[src/rtl/lif_sched_pkg.sv]
// Shared types and helpers for the LIF timestep scheduler.
// State encoding, memory-port select values and a spike-word popcount.
package lif_sched_pkg;

    typedef enum logic [2:0] {
        ST_IDLE     = 3'd0,
        ST_SYN_GO   = 3'd1,
        ST_SYN_REL  = 3'd2,
        ST_LIF_GO   = 3'd3,
        ST_LIF_REL  = 3'd4,
        ST_STEP_END = 3'd5,
        ST_DRAIN    = 3'd6,
        ST_FINISH   = 3'd7
    } sched_state_t;

    localparam logic SEL_SYN = 1'b0;
    localparam logic SEL_LIF = 1'b1;

    // Spike words up to this width are zero-extended before counting.
    localparam int POP_MAX_W = 64;

    function automatic logic [6:0] popcount(input logic [POP_MAX_W-1:0] v);
        logic [6:0] c;
        c = '0;
        for (int i = 0; i < POP_MAX_W; i++) begin
            c = c + {6'd0, v[i]};
        end
        return c;
    endfunction

endpackage

[src/rtl/lif_sched_watchdog.sv]
// Per-phase watchdog: clearable up-counter that flags when it reaches a limit.
// Zero latency on the expiry compare; a limit of zero never expires.
module lif_sched_watchdog #(
    parameter int CNT_W = 20
) (
    input  logic             clk,
    input  logic             rst_n,
    input  logic             load,
    input  logic             en,
    input  logic [CNT_W-1:0] limit,
    output logic             expired
);

    logic [CNT_W-1:0] cnt;

    always_ff @(posedge clk) begin
        if (!rst_n) begin
            cnt <= '0;
        end else if (load) begin
            cnt <= '0;
        end else if (en) begin
            cnt <= cnt + 1'b1;
        end
    end

    assign expired = (limit != '0) && (cnt == limit);

endmodule

[src/rtl/lif_step_scheduler.sv]
// Sequences synapse then LIF engines per timestep, owns the current-memory mux
// and reports per-step spike totals; abort/timeout drain engines before done.
module lif_step_scheduler
    import lif_sched_pkg::*;
#(
    parameter int ADDRW      = 12,
    parameter int PACK_WIDTH = 8,
    parameter int STEP_W     = 16,
    parameter int TMO_W      = 20
) (
    input  logic                clk,
    input  logic                rst_n,
    input  logic                i_run,
    input  logic [STEP_W-1:0]   i_num_steps,
    input  logic [TMO_W-1:0]    i_timeout,
    input  logic                i_abort,
    output logic                o_busy,
    output logic                o_done,
    output logic                o_err_timeout,
    output logic                o_aborted,
    output logic [STEP_W-1:0]   o_step_idx,
    output logic                o_syn_start,
    input  logic                i_syn_done,
    output logic                o_lif_start,
    input  logic                i_lif_done,
    input  logic                i_spike_valid,
    input  logic                i_spike_ready,
    input  logic [PACK_WIDTH-1:0] i_spike_data,
    output logic [ADDRW:0]      o_step_spikes,
    output logic                o_step_spikes_vld,
    input  logic [ADDRW-1:0]    i_syn_addr,
    input  logic                i_syn_we,
    input  logic [31:0]         i_syn_din,
    input  logic [ADDRW-1:0]    i_lif_addr,
    input  logic                i_lif_we,
    input  logic [31:0]         i_lif_din,
    output logic [ADDRW-1:0]    o_mem_addr,
    output logic                o_mem_we,
    output logic [31:0]         o_mem_din
);

    localparam int            ACC_W   = ADDRW + 1;
    localparam logic [ACC_W-1:0] ACC_MAX = {ACC_W{1'b1}};

    sched_state_t        state, next_state;
    logic                run_q;
    logic [STEP_W-1:0]   num_steps_q;
    logic [TMO_W-1:0]    tmo_q;
    logic [ACC_W-1:0]    acc;
    logic [ACC_W:0]      acc_sum;
    logic [POP_MAX_W-1:0] spike_ext;
    logic                run_rise, in_phase, in_lif, wd_expired, wd_load;
    logic                tmo_hit, abort_hit, beat;
    logic                sel;

    assign run_rise  = i_run && !run_q;
    assign in_phase  = (state == ST_SYN_GO) || (state == ST_SYN_REL) ||
                       (state == ST_LIF_GO) || (state == ST_LIF_REL);
    assign in_lif    = (state == ST_LIF_GO) || (state == ST_LIF_REL);
    assign tmo_hit   = in_phase && wd_expired;
    assign abort_hit = i_abort && (state != ST_IDLE) &&
                       (state != ST_DRAIN) && (state != ST_FINISH);
    assign beat      = in_lif && i_spike_valid && i_spike_ready;

    assign spike_ext = POP_MAX_W'(i_spike_data);
    assign acc_sum   = {1'b0, acc} + (ACC_W + 1)'(popcount(spike_ext));

    always_comb begin
        next_state = state;
        case (state)
            ST_IDLE:     if (run_rise) next_state = (i_num_steps == '0) ? ST_FINISH : ST_SYN_GO;
            ST_SYN_GO:   if (i_syn_done) next_state = ST_SYN_REL;
            ST_SYN_REL:  if (!i_syn_done) next_state = ST_LIF_GO;
            ST_LIF_GO:   if (i_lif_done) next_state = ST_LIF_REL;
            ST_LIF_REL:  if (!i_lif_done) next_state = ST_STEP_END;
            ST_STEP_END: next_state = (o_step_idx == num_steps_q - STEP_W'(1)) ? ST_FINISH : ST_SYN_GO;
            ST_DRAIN:    if (!i_syn_done && !i_lif_done) next_state = ST_FINISH;
            ST_FINISH:   next_state = ST_IDLE;
            default:     next_state = ST_IDLE;
        endcase
        // Stop requests win over normal sequencing; the step report in STEP_END is registered regardless.
        if (tmo_hit || abort_hit) next_state = ST_DRAIN;
    end

    // Counter restarts whenever a new engine phase is entered.
    assign wd_load = (next_state != state) &&
                     ((next_state == ST_SYN_GO) || (next_state == ST_SYN_REL) ||
                      (next_state == ST_LIF_GO) || (next_state == ST_LIF_REL));

    lif_sched_watchdog #(.CNT_W(TMO_W)) u_watchdog (
        .clk     (clk),
        .rst_n   (rst_n),
        .load    (wd_load),
        .en      (in_phase),
        .limit   (tmo_q),
        .expired (wd_expired)
    );

    always_ff @(posedge clk) begin
        if (!rst_n) begin
            state             <= ST_IDLE;
            run_q             <= 1'b0;
            num_steps_q       <= '0;
            tmo_q             <= '0;
            o_step_idx        <= '0;
            o_err_timeout     <= 1'b0;
            o_aborted         <= 1'b0;
            acc               <= '0;
            o_step_spikes     <= '0;
            o_step_spikes_vld <= 1'b0;
        end else begin
            state             <= next_state;
            run_q             <= i_run;
            o_step_spikes_vld <= (state == ST_STEP_END);
            if (state == ST_IDLE && run_rise) begin
                num_steps_q   <= i_num_steps;
                tmo_q         <= i_timeout;
                o_step_idx    <= '0;
                o_err_timeout <= 1'b0;
                o_aborted     <= 1'b0;
            end
            if (tmo_hit) o_err_timeout <= 1'b1;
            if (abort_hit) o_aborted <= 1'b1;
            if (state == ST_STEP_END) begin
                o_step_spikes <= acc;
                if (next_state == ST_SYN_GO) o_step_idx <= o_step_idx + 1'b1;
            end
            if (next_state == ST_SYN_GO && state != ST_SYN_GO) begin
                acc <= '0;
            end else if (beat) begin
                acc <= (acc_sum > {1'b0, ACC_MAX}) ? ACC_MAX : acc_sum[ACC_W-1:0];
            end
        end
    end

    assign o_busy      = (state != ST_IDLE);
    assign o_done      = (state == ST_FINISH);
    assign o_syn_start = (state == ST_SYN_GO);
    assign o_lif_start = (state == ST_LIF_GO);

    assign sel        = in_lif ? SEL_LIF : SEL_SYN;
    assign o_mem_addr = (sel == SEL_LIF) ? i_lif_addr : i_syn_addr;
    assign o_mem_din  = (sel == SEL_LIF) ? i_lif_din  : i_syn_din;
    assign o_mem_we   = (sel == SEL_LIF) ? i_lif_we   : i_syn_we;

endmodule

[config.mk]
export PLATFORM = sky130hd
export DESIGN_NAME = lif_step_scheduler
export DESIGN_NICKNAME = d
export VERILOG_FILES = /design/src/rtl/lif_sched_pkg.sv /design/src/rtl/lif_sched_watchdog.sv /design/src/rtl/lif_step_scheduler.sv
export SDC_FILE = /design/constraint.sdc
export NUM_CORES = 1
export LEC_CHECK = 0
export BUFFER_PORTS_ARGS = -buffer_cell sky130_fd_sc_hd__buf_2
export CORE_MARGIN = 5
export CORE_UTILIZATION = 56
export CTS_BUF_LIST = sky130_fd_sc_hd__clkbuf_2 sky130_fd_sc_hd__clkbuf_4 sky130_fd_sc_hd__clkbuf_8
export CTS_CLUSTER_DIAMETER = 120
export DETAILED_ROUTE_END_ITERATION = 8
export PLACE_DENSITY_LB_ADDON = 0.08
export SYNTH_ARGS = -nofsm -noshare
export SYNTH_HDL_FRONTEND = slang
export SYNTH_HIERARCHICAL = 1
export SYNTH_SLANG_ARGS = --single-unit
export TNS_END_PERCENT = 100
[constraint.sdc]
create_clock -name clk -period 8.2 [get_ports clk]
set_input_delay 0.82 -clock clk [delete_from_list [all_inputs] [get_ports clk]]
set_output_delay 0.82 -clock clk [all_outputs]
set_load 0.005 [all_outputs]
==> impl_metrics.py, run 1 <==
metrics = {
    "min_path": {
        "worst_hold_path_type": "flip-flop to flip-flop",
        "worstHoldStart": "acc[0]$_SDFFE_PP0P_",
    },
    "timing": {
        "period_share_pct": 49.8,
        "hold_viol_final": 0,
        "worst_slew_pin_slew_ns": 1.20,
        "fin_setup_tns_ns": 0,
        "grt_setup_unrepaired": "false",
        "slew-limit-headroom_pct": 19.8,
        "skew_ns": 0.0111,
        "setup_viol": 0,
        "fmax_mhz": 245,
        "report.final.slew_viol_count": 0,
        "fin_crit_ns": 4.08,
        "whs_ns": 0.461,
    },
    "layout": {
        "layout-drive-gt1-share_pct": 31.8,
        "nets": 1107,
        "syn_to_final_growth_pct": 21.1,
        "n_antenna_cell": 0,
    },
    "power_and_ir_drop": {
        "pwr-share-seq_pct": 39.5,
        "pwr-share-clk_pct": 18.6,
        "switching_share_pct": 38.3,
        "ir_drop_v": 0.000144,
        "comb_power_share_pct": 42.0,
        "p_leak_nw": 3.33,
        "power_switching_uw": 614,
        "p_int_uw": 990,
        "power_density_mw_per_mm2": 214,
    },
    "global_route": {
        "gr-total-overflow": 0,
        "antenna_found_initial": 0,
        "grt_max_degree": 56,
        "grt_pass1_wl_um": 29600,
        "track_usage_pct": 27.6,
        "grt_pass1_vias": 5964,
    },
    "run": {
        "drv_cap": 0,
    },
    "clock_tree": {
        "cts_tree": "done",
        "cts_max_level": 3,
        "ctsRootBufferMaster": "clkbuf_8",
        "cts_hold_buf": 0,
        "ctsResizeCount": 0,
        "clockBufferDepth": 2,
        "cts_num_sinks": 105,
        "clk_pin_slew_ns": 0.10,
        "insertion_delay_ns": 0.38,
        "post_cts_buffers": 0,
        "numCtsBuffers": 9,
    },
    "synth": {
        "syn_inst": 757,
        "synth-seq-cells": 105,
        "synth_top_family_by_area": "simple AND/OR/NAND/NOR gates",
        "synthAdderAreaFrac_pct": 3.60,
        "synthMuxAreaShare_pct": 9.17,
        "async_flop_share_pct": 0,
        "synth_xor_area_share_pct": 8.49,
        "yosysWarnings": 6,
        "synth_edf_count": 0,
        "syn_area_mm2": 0.00619,
        "synth-simple-area-share_pct": 26.4,
        "yosysUniqueCellTypes": 70,
        "synth_compound_area_share_pct": 13.7,
        "syn_nets": 913,
        "ys.flop_type": "dfxtp_1",
        "syn_avg_cell_area_um2": 8.18,
        "yosysSeqAreaShare_pct": 33.9,
    },
    "route": {
        "vias": 6338,
        "drtIter0Drc": 565,
        "drtPass1Iterations": 5,
        "avgRoutedWirePerCell_um": 16.8,
        "remaining_drc_errors": 0,
        "viasPerCell": 5.79,
        "ant_nets": 0,
        "routed_wl_um": 18400,
    },
    "outcome": {
        "outcome": "completed",
    },
    "setup_path": {
        "arrival_ns": 4.37,
        "worstSetupPathType": "input port to flip-flop",
        "r2r-start": "num_steps_q[0]$_SDFFE_PN0P_",
        "critPathLaunch": "i_spike_data[0]",
        "crit_required_ns": 8.49,
        "cp_max_fo": 3,
        "crit_path_end_kind": "flip-flop",
        "cp-start-kind": "input port",
    },
    "die": {
        "core-area_mm2": 0.0108,
        "die_area_mm2": 0.0133,
        "die_w_um": 115,
        "die_y_um": 115,
        "pin_count": 223,
        "rows": 38,
        "initial_core_util_pct": 57.1,
    },
    "placed_design": {
        "port-buffer-count": 222,
        "hpwl_um": 14300,
        "place.gp.congestion": 0.938,
    },
}
-- final cells by class --
cell class	instances	area [um^2]
flip-flops and latches	105	2100
fillers	895	3340
clock buffers	11	145
inverters	30	113
multi-input cells	581	3810
well taps	140	175
clock inverters	4	30.0
repair buffers	224	1130
-- registers in the layout, indices dropped and copies added, names as in the netlist --
| signal | count |
|---|---|
| u_watchdog/cnt | 20 |
| o_step_spikes_vld | 1 |
| o_aborted | 1 |
| o_step_spikes | 13 |
| state | 3 |
| acc | 13 |
| o_err_timeout | 1 |
| run_q | 1 |
| num_steps_q | 16 |
| o_step_idx | 16 |
| tmo_q | 20 |
-- power by group through the flow --
stage                     clock [mW]  combinational [mW]  sequential [mW]
after detailed placement           0               0.665            0.642
after CTS                      0.309               0.669            0.631
after global placement             0               0.641            0.639
final                          0.298               0.673            0.633
after global routing           0.329               0.742            0.641
after floorplan                    0               0.488            0.614
-- metal layers --
layer	up-vias	GRT usage [%]	share of wire (%)
li1	3039	-	-
met1	2988	37.1	43
met2	289	45.4	48
met3	22	7.21	8.9
met4	0	4.69	0.92
met5	-	0	0
-- critical path, cell delays in order --
cell and delay [ns]:
buf_2 0.11, fa_1 0.53, inv_1 0.05, fa_1 0.45
fa_1 0.49, inv_1 0.05, fa_1 0.39, fa_1 0.42
a21o_1 0.17, a21oi_1 0.25, nor3b_1 0.12, nand2_1 0.12
xor2_1 0.16, nand2_1 0.06, and3_1 0.18
-- path summary, 6_finish.rpt --
check | endpoint | slack [ns] | depth (start not counted)
hold reg to reg | o_step_spikes[0]$_SDFFE_PN0P_ | 0.46 | 2
hold / removal | o_step_spikes[0]$_SDFFE_PN0P_ | 0.46 | 2
setup reg to reg | u_watchdog/cnt[16]$_SDFFE_PP0P_ | 4.46 | 11
setup / recovery | acc[8]$_SDFFE_PP0P_ | 4.12 | 15
-- layout by cell type, fill, tap and decap left out, types with 5 or more instances in the layout --
master | netlist | routed
clkbuf_8 | 0 | 10
nand3_1 | 22 | 22
nand4_1 | 13 | 13
and3_1 | 24 | 24
a21oi_1 | 64 | 64
mux2_2 | 46 | 46
a31oi_1 | 5 | 5
and2_1 | 12 | 12
o21ai_1 | 7 | 7
nor3_1 | 10 | 10
ha_1 | 9 | 9
o21ai_0 | 16 | 16
inv_1 | 30 | 30
buf_2 | 2 | 222
mux2i_1 | 5 | 5
o211ai_1 | 15 | 15
nor4_1 | 22 | 22
dfxtp_1 | 105 | 105
nor2_1 | 40 | 40
fa_1 | 5 | 5
nand2_1 | 131 | 131
xnor2_1 | 36 | 36
xor2_1 | 24 | 24
-- cell families (layout without fill, tap and decap cells) --
kind of cell | after synthesis | count (layout)
simple gates | 316 | 316
compound gates | 139 | 139
flops | 105 | 105
buf+inv | 71 | 269
xor+xnor | 60 | 60
mux | 51 | 51
fa+ha+maj | 15 | 15
-- Yosys cell counts (4+ instances only) --
master | instances | area (um^2)
a21o_1 | 4 | 30.0
a21oi_1 | 64 | 320
a31oi_1 | 5 | 31.3
and2_1 | 12 | 75.1
and3_1 | 24 | 150
clkbuf_1 | 34 | 128
dfxtp_1 | 105 | 2100
fa_1 | 5 | 100
ha_1 | 9 | 113
inv_1 | 30 | 113
mux2_2 | 46 | 518
mux2i_1 | 5 | 50.1
nand2_1 | 131 | 492
nand2b_1 | 4 | 25.0
nand3_1 | 22 | 110
nand4_1 | 13 | 81.3
nor2_1 | 40 | 150
nor2b_1 | 4 | 25.0
nor3_1 | 10 | 50.1
nor3b_1 | 5 | 37.5
nor4_1 | 22 | 138
o211ai_1 | 15 | 113
o21a_1 | 4 | 30.0
o21ai_0 | 16 | 80.1
o21ai_1 | 7 | 35.0
or3_1 | 4 | 25.0
xnor2_1 | 36 | 315
xor2_1 | 24 | 210
-- through the flow --
| step | setup slack, ns | total power [mW] | area (um^2) | util (%) | std cells |
|---|---|---|---|---|---|
| final | 4.12 | 1.60 | 7500 | 69.2 | 1095 |
| after global routing | 3.95 | 1.71 | 7500 | 69.2 | 1095 |
| after global placement | 3.81 | 1.28 | 7330 | 67.6 | 1080 |
| after detailed placement | 3.72 | 1.31 | 7330 | 67.6 | 1080 |
| after floorplan | 4.04 | 1.10 | 6190 | - | 757 |
| after CTS | 4.14 | 1.61 | 7500 | 69.2 | 1095 |
Power figures use the tool's default switching activity.
==> inputs of run 2 (changes only) <==
--- a/config.mk
+++ b/config.mk
@@ -7,7 +7,7 @@
 export LEC_CHECK = 0
 export BUFFER_PORTS_ARGS = -buffer_cell sky130_fd_sc_hd__buf_2
 export CORE_MARGIN = 5
-export CORE_UTILIZATION = 56
+export CORE_UTILIZATION = 52
 export CTS_BUF_LIST = sky130_fd_sc_hd__clkbuf_2 sky130_fd_sc_hd__clkbuf_4 sky130_fd_sc_hd__clkbuf_8
 export CTS_CLUSTER_DIAMETER = 120
 export DETAILED_ROUTE_END_ITERATION = 8
==> constraint.sdc (replaced) <==
create_clock -name clk -period 4.1 [get_ports clk]
set_input_delay 0.41 -clock clk [delete_from_list [all_inputs] [get_ports clk]]
set_output_delay 0.41 -clock clk [all_outputs]
set_load 0.005 [all_outputs]
==> impl_metrics.py, run 2 (synthesis gave the netlist of run 1 again) <==
metrics = {
    "min_path": {
        "holdPathEnd": "tmo_q[10]$_SDFFE_PN0P_",
        "worstHoldStart": "i_timeout[10]",
        "holdPathStages": 3,
        "worst_hold_path_type": "input port to flip-flop",
    },
    "global_route": {
        "grt_pass1_wl_um": 29500,
        "gr-total-overflow": 0,
        "antenna_found_initial": 0,
        "track_usage_pct": 25.2,
        "grt_max_degree": 46,
        "grt_pass1_vias": 5951,
    },
    "timing": {
        "slew-limit-headroom_pct": 36.7,
        "fmax_mhz": 276,
        "whs_ns": 0.254,
        "worst_slew_pin_slew_ns": 0.948,
        "fin_crit_ns": 3.63,
        "setup_ws_ns": 0.471,
        "report.final.slew_viol_count": 0,
        "hold_viol_final": 0,
        "fin_setup_tns_ns": 0,
        "grt_setup_unrepaired": "false",
        "period_share_pct": 88.5,
        "skew_ns": 0.0155,
        "setup_viol": 0,
    },
    "setup_path": {
        "worst_r2r_path_depth": 11,
        "arrival_ns": 3.92,
        "r2r_end": "u_watchdog/cnt[17]$_SDFFE_PP0P_",
        "r2r-start": "num_steps_q[0]$_SDFFE_PN0P_",
        "cp_max_fo": 3,
        "worstSetupPathType": "input port to flip-flop",
        "cp-start-kind": "input port",
        "r2r_setup_slack_ns": 0.74,
        "crit_path_end_kind": "flip-flop",
        "crit_required_ns": 4.39,
    },
    "route": {
        "drtPass1Iterations": 5,
        "remaining_drc_errors": 0,
        "drtIter0Drc": 454,
        "ant_nets": 0,
        "viasPerCell": 5.63,
        "vias": 6207,
        "routed_wl_um": 18200,
        "avgRoutedWirePerCell_um": 16.5,
    },
    "power_and_ir_drop": {
        "comb_power_share_pct": 40.5,
        "power_density_mw_per_mm2": 439,
        "power_switching_mw": 1.23,
        "p_leak_nw": 3.38,
        "switching_share_pct": 36.9,
        "pwr-share-seq_pct": 38.0,
        "pwr-share-clk_pct": 21.5,
        "ir_drop_v": 0.000274,
        "p_int_mw": 2.10,
    },
    "placed_design": {
        "placed_cells": 1087,
        "port-buffer-count": 222,
        "pre_cts_ws_ns": 0.0487,
        "hpwl_um": 14300,
        "place.gp.congestion": 0.876,
    },
    "die": {
        "die_y_um": 119,
        "die_w_um": 119,
        "pin_count": 223,
        "initial_core_util_pct": 53.5,
        "core-area_mm2": 0.0116,
        "rows": 39,
        "die_area_mm2": 0.0142,
    },
    "clock_tree": {
        "cts_num_sinks": 105,
        "cts_hold_buf": 0,
        "numCtsBuffers": 9,
        "clk_pin_slew_ns": 0.10,
        "ctsRootBufferMaster": "clkbuf_8",
        "clockBufferDepth": 2,
        "cts_max_level": 3,
        "post_cts_buffers": 0,
        "insertion_delay_ns": 0.39,
        "ctsResizeCount": 0,
        "cts_tree": "done",
    },
    "layout": {
        "layout-drive-gt1-share_pct": 32.1,
        "syn_to_final_growth_pct": 22.4,
        "mostFrequentLayoutCell": "buf_2",
        "nets": 1111,
        "fin_cells": 1102,
        "regArea_mm2": 0.00210,
        "n_antenna_cell": 0,
        "top_regs": "tmo_q x20, u_watchdog/cnt x20",
        "multi_input_area_mm2": 0.00381,
        "utilization_pct": 65.5,
        "final_cell_mix": "222 x buf_2, 131 x nand2_1, 105 x dfxtp_1, 64 x a21oi_1, 46 x mux2_2",
        "nFillCells": 998,
    },
    "run": {
        "drv_cap": 0,
    },
    "outcome": {
        "outcome": "completed",
    },
}
run 2: cell types whose count changed in the layout (fill, tap and decap cells not counted), sizes merged:
cell / change
buf: +4
bufinv: +2
clkbuf: -1
clkinv: +1
clkinvlp: -2
run 2: power by group through the flow:
stage                     combinational [mW]  clock [mW]  sequential [mW]
after floorplan                        0.976           0             1.23
after global placement                  1.30           0             1.28
after detailed placement                1.33           0             1.28
after CTS                               1.35       0.731             1.26
after global routing                    1.48       0.773             1.28
final                                   1.34       0.716             1.26
run 2: layer usage:
layer / routed length, um / global-route usage [%] / share of wire (%)
met1: 7740 / 31.6 / 43
met2: 8910 / 43.4 / 49
met3: 1270 / 6.40 / 7.0
met4: 230 / 6.08 / 1.3
met5: 0 / 0 / 0
run 2: area by class of cell:
type / instances / area share (%)
Multi-Input combinational cell: 581 / 50.3
Sequential cell: 105 / 27.7
Timing Repair Buffer: 228 / 15.3
Tap cell: 143 / 2.36
Clock buffer: 10 / 1.82
Inverter: 30 / 1.49
Clock inverter: 5 / 1.06
run 2: stage by stage:
step                      instance area (um^2)  power [mW]
final                                     7580        3.32
after global routing                      7580        3.54
after CTS                                 7580        3.34
after detailed placement                  7360        2.62
after global placement                    7360        2.58
after floorplan                           6190        2.20
run 2: worst max-delay path by stage:
stage	start	to	slack [ns]	depth (start not counted)
after floorplan	i_spike_data[0]	acc[6]$_SDFFE_PP0P_	0.35	14
after global placement	i_spike_data[0]	acc[8]$_SDFFE_PP0P_	0.12	15
after detailed placement	i_spike_data[0]	acc[8]$_SDFFE_PP0P_	0.05	15
after CTS	i_spike_data[0]	acc[8]$_SDFFE_PP0P_	0.48	15
after global routing	i_spike_data[0]	acc[8]$_SDFFE_PP0P_	0.27	15
final	i_spike_data[0]	acc[8]$_SDFFE_PP0P_	0.47	15
run 2: worst max-delay path: stages:
cell	delay, ns
buf_2	0.11
fa_1	0.52
inv_1	0.05
fa_1	0.45
fa_1	0.49
inv_1	0.05
fa_1	0.39
fa_1	0.42
a21o_1	0.17
a21oi_1	0.22
nor3b_1	0.12
nand2_1	0.12
xor2_1	0.16
nand2_1	0.06
and3_1	0.19
==> inputs of run 3 (changes only) <==
--- a/config.mk
+++ b/config.mk
@@ -6,12 +6,12 @@
 export NUM_CORES = 1
 export LEC_CHECK = 0
 export BUFFER_PORTS_ARGS = -buffer_cell sky130_fd_sc_hd__buf_2
-export CORE_MARGIN = 5
+export CORE_MARGIN = 2
 export CORE_UTILIZATION = 52
 export CTS_BUF_LIST = sky130_fd_sc_hd__clkbuf_2 sky130_fd_sc_hd__clkbuf_4 sky130_fd_sc_hd__clkbuf_8
 export CTS_CLUSTER_DIAMETER = 120
 export DETAILED_ROUTE_END_ITERATION = 8
-export PLACE_DENSITY_LB_ADDON = 0.08
+export PLACE_DENSITY = 0.87
 export SYNTH_ARGS = -nofsm -noshare
 export SYNTH_HDL_FRONTEND = slang
 export SYNTH_HIERARCHICAL = 1
==> impl_metrics.py, run 3 (synthesis gave the netlist of run 1 again) <==
metrics = {
    "route": {
        "routed_wl_um": 19000,
        "remaining_drc_errors": 6,
        "avgRoutedWirePerCell_um": 17.3,
        "viasPerCell": 5.71,
        "drtIter0Drc": 468,
        "ant_nets": 0,
        "drtPass1Iterations": 9,
        "vias": 6295,
    },
    "setup_path": {
        "worst_r2r_path_depth": 12,
        "worstSetupPathType": "input port to flip-flop",
        "cp-start-kind": "input port",
        "arrival_ns": 3.97,
        "cp_max_fo": 3,
        "crit_path_end_kind": "flip-flop",
        "crit_required_ns": 4.38,
    },
    "placed_design": {
        "pre_cts_ws_ns": 0.0524,
        "hpwl_um": 14900,
        "place.gp.congestion": 0.915,
        "port-buffer-count": 222,
    },
    "power_and_ir_drop": {
        "pwr-share-seq_pct": 37.4,
        "power_density_mw_per_mm2": 445,
        "ir_drop_v": 0.000232,
        "p_leak_nw": 3.38,
        "pwr-share-clk_pct": 21.5,
        "power_switching_mw": 1.27,
        "p_int_mw": 2.11,
        "switching_share_pct": 37.6,
        "comb_power_share_pct": 41.0,
    },
    "die": {
        "die_area_mm2": 0.0128,
        "initial_core_util_pct": 53.8,
        "core-area_mm2": 0.0115,
        "pin_count": 223,
        "die_y_um": 113,
        "die_w_um": 113,
        "rows": 39,
    },
    "outcome": {
        "outcome": "finished, violations left",
        "violations": "design-rule violations",
    },
    "layout": {
        "layout-drive-gt1-share_pct": 32.1,
        "nets": 1111,
        "regArea_mm2": 0.00210,
        "top_regs": "tmo_q x20, u_watchdog/cnt x20",
        "nFillCells": 990,
        "multi_input_area_mm2": 0.00381,
        "final_cell_mix": "222 x buf_2, 131 x nand2_1, 105 x dfxtp_1, 64 x a21oi_1, 46 x mux2_2",
        "mostFrequentLayoutCell": "buf_2",
        "syn_to_final_growth_pct": 22.5,
        "n_antenna_cell": 0,
    },
    "clock_tree": {
        "cts_tree": "done",
        "insertion_delay_ns": 0.38,
        "cts_max_level": 3,
        "cts_hold_buf": 0,
        "post_cts_buffers": 0,
        "numCtsBuffers": 9,
        "ctsRootBufferMaster": "clkbuf_8",
        "ctsResizeCount": 0,
        "clk_pin_slew_ns": 0.10,
        "cts_num_sinks": 105,
        "clockBufferDepth": 2,
    },
    "global_route": {
        "grt_max_degree": 56,
        "gr-total-overflow": 0,
        "antenna_found_initial": 1,
        "track_usage_pct": 29.2,
        "grt_pass1_vias": 5734,
        "grt_pass1_wl_um": 29300,
    },
    "min_path": {
        "worst_hold_path_type": "input port to flip-flop",
        "holdPathStages": 3,
    },
    "timing": {
        "setup_ws_ns": 0.412,
        "fin_setup_tns_ns": 0,
        "slew-limit-headroom_pct": 43.7,
        "fmax_mhz": 271,
        "period_share_pct": 90.0,
        "whs_ns": 0.253,
        "grt_setup_unrepaired": "false",
        "fin_crit_ns": 3.69,
        "worst_slew_pin_slew_ns": 0.837,
        "setup_viol": 0,
        "report.final.slew_viol_count": 0,
        "hold_viol_final": 0,
        "skew_ns": 0.0117,
    },
    "run": {
        "drv_cap": 0,
    },
}
[run 3: cell types whose count changed in the layout (fill, tap and decap cells not counted)]
cell        before  now
clkinv_2         1    0
inv_6            0    2
clkinvlp_4       2    0
clkinv_4         0    1
[run 3: final cells by class]
type                    instances  share of cell area [%]
flip-flops and latches        105                    27.7
repair buffers                228                    15.2
inverters                      30                    1.48
well taps                     143                    2.36
clock buffers                  10                    1.81
clock inverters                 5                    1.14
multi-input cells             581                    50.2
[run 3: power groups by stage]
stage                     Sequential [mW]  Clock (mW)  Combinational [mW]
final                                1.26       0.728                1.39
after global routing                 1.28       0.772                1.52
after CTS                            1.26       0.743                1.38
after detailed placement             1.28           0                1.37
after global placement               1.28           0                1.34
after floorplan                      1.23           0               0.976
[run 3: path summary, 6_finish.rpt]
| kind | to | slack (ns) | startpoint |
|---|---|---|---|
| setup reg to reg | u_watchdog/cnt[15]$_SDFFE_PP0P_ | 0.61 | num_steps_q[0]$_SDFFE_PN0P_ |
| setup / recovery | acc[6]$_SDFFE_PP0P_ | 0.41 | i_spike_data[0] |
| hold / removal | tmo_q[9]$_SDFFE_PN0P_ | 0.25 | i_timeout[9] |
| hold reg to reg | o_step_spikes[1]$_SDFFE_PN0P_ | 0.46 | o_step_spikes[1]$_SDFFE_PN0P_ |
[run 3: metal layers]
metal	GRT usage, %	routed length, um
met4	10.3	656
met2	52.7	9660
met1	34.5	7410
met3	5.89	1280
met5	0	13
[run 3: critical path: stages]
cell     delay (ns)
buf_2          0.11
fa_1           0.53
inv_1          0.05
fa_1           0.45
fa_1           0.49
inv_1          0.05
fa_1           0.39
fa_1           0.44
a21o_1         0.19
a21oi_1        0.25
nor3b_1        0.12
nand2_1        0.11
xor2_1         0.14
nand2_1        0.06
and3_1         0.19
[run 3: metrics by stage]
step | total power, mW | util, % | cell area [um^2] | instances
after floorplan | 2.20 | - | 6190 | 757
after global placement | 2.62 | 63.9 | 7360 | 1087
after detailed placement | 2.65 | 63.9 | 7360 | 1087
after CTS | 3.38 | 65.9 | 7580 | 1102
after global routing | 3.57 | 65.9 | 7580 | 1102
final | 3.38 | 65.9 | 7580 | 1102
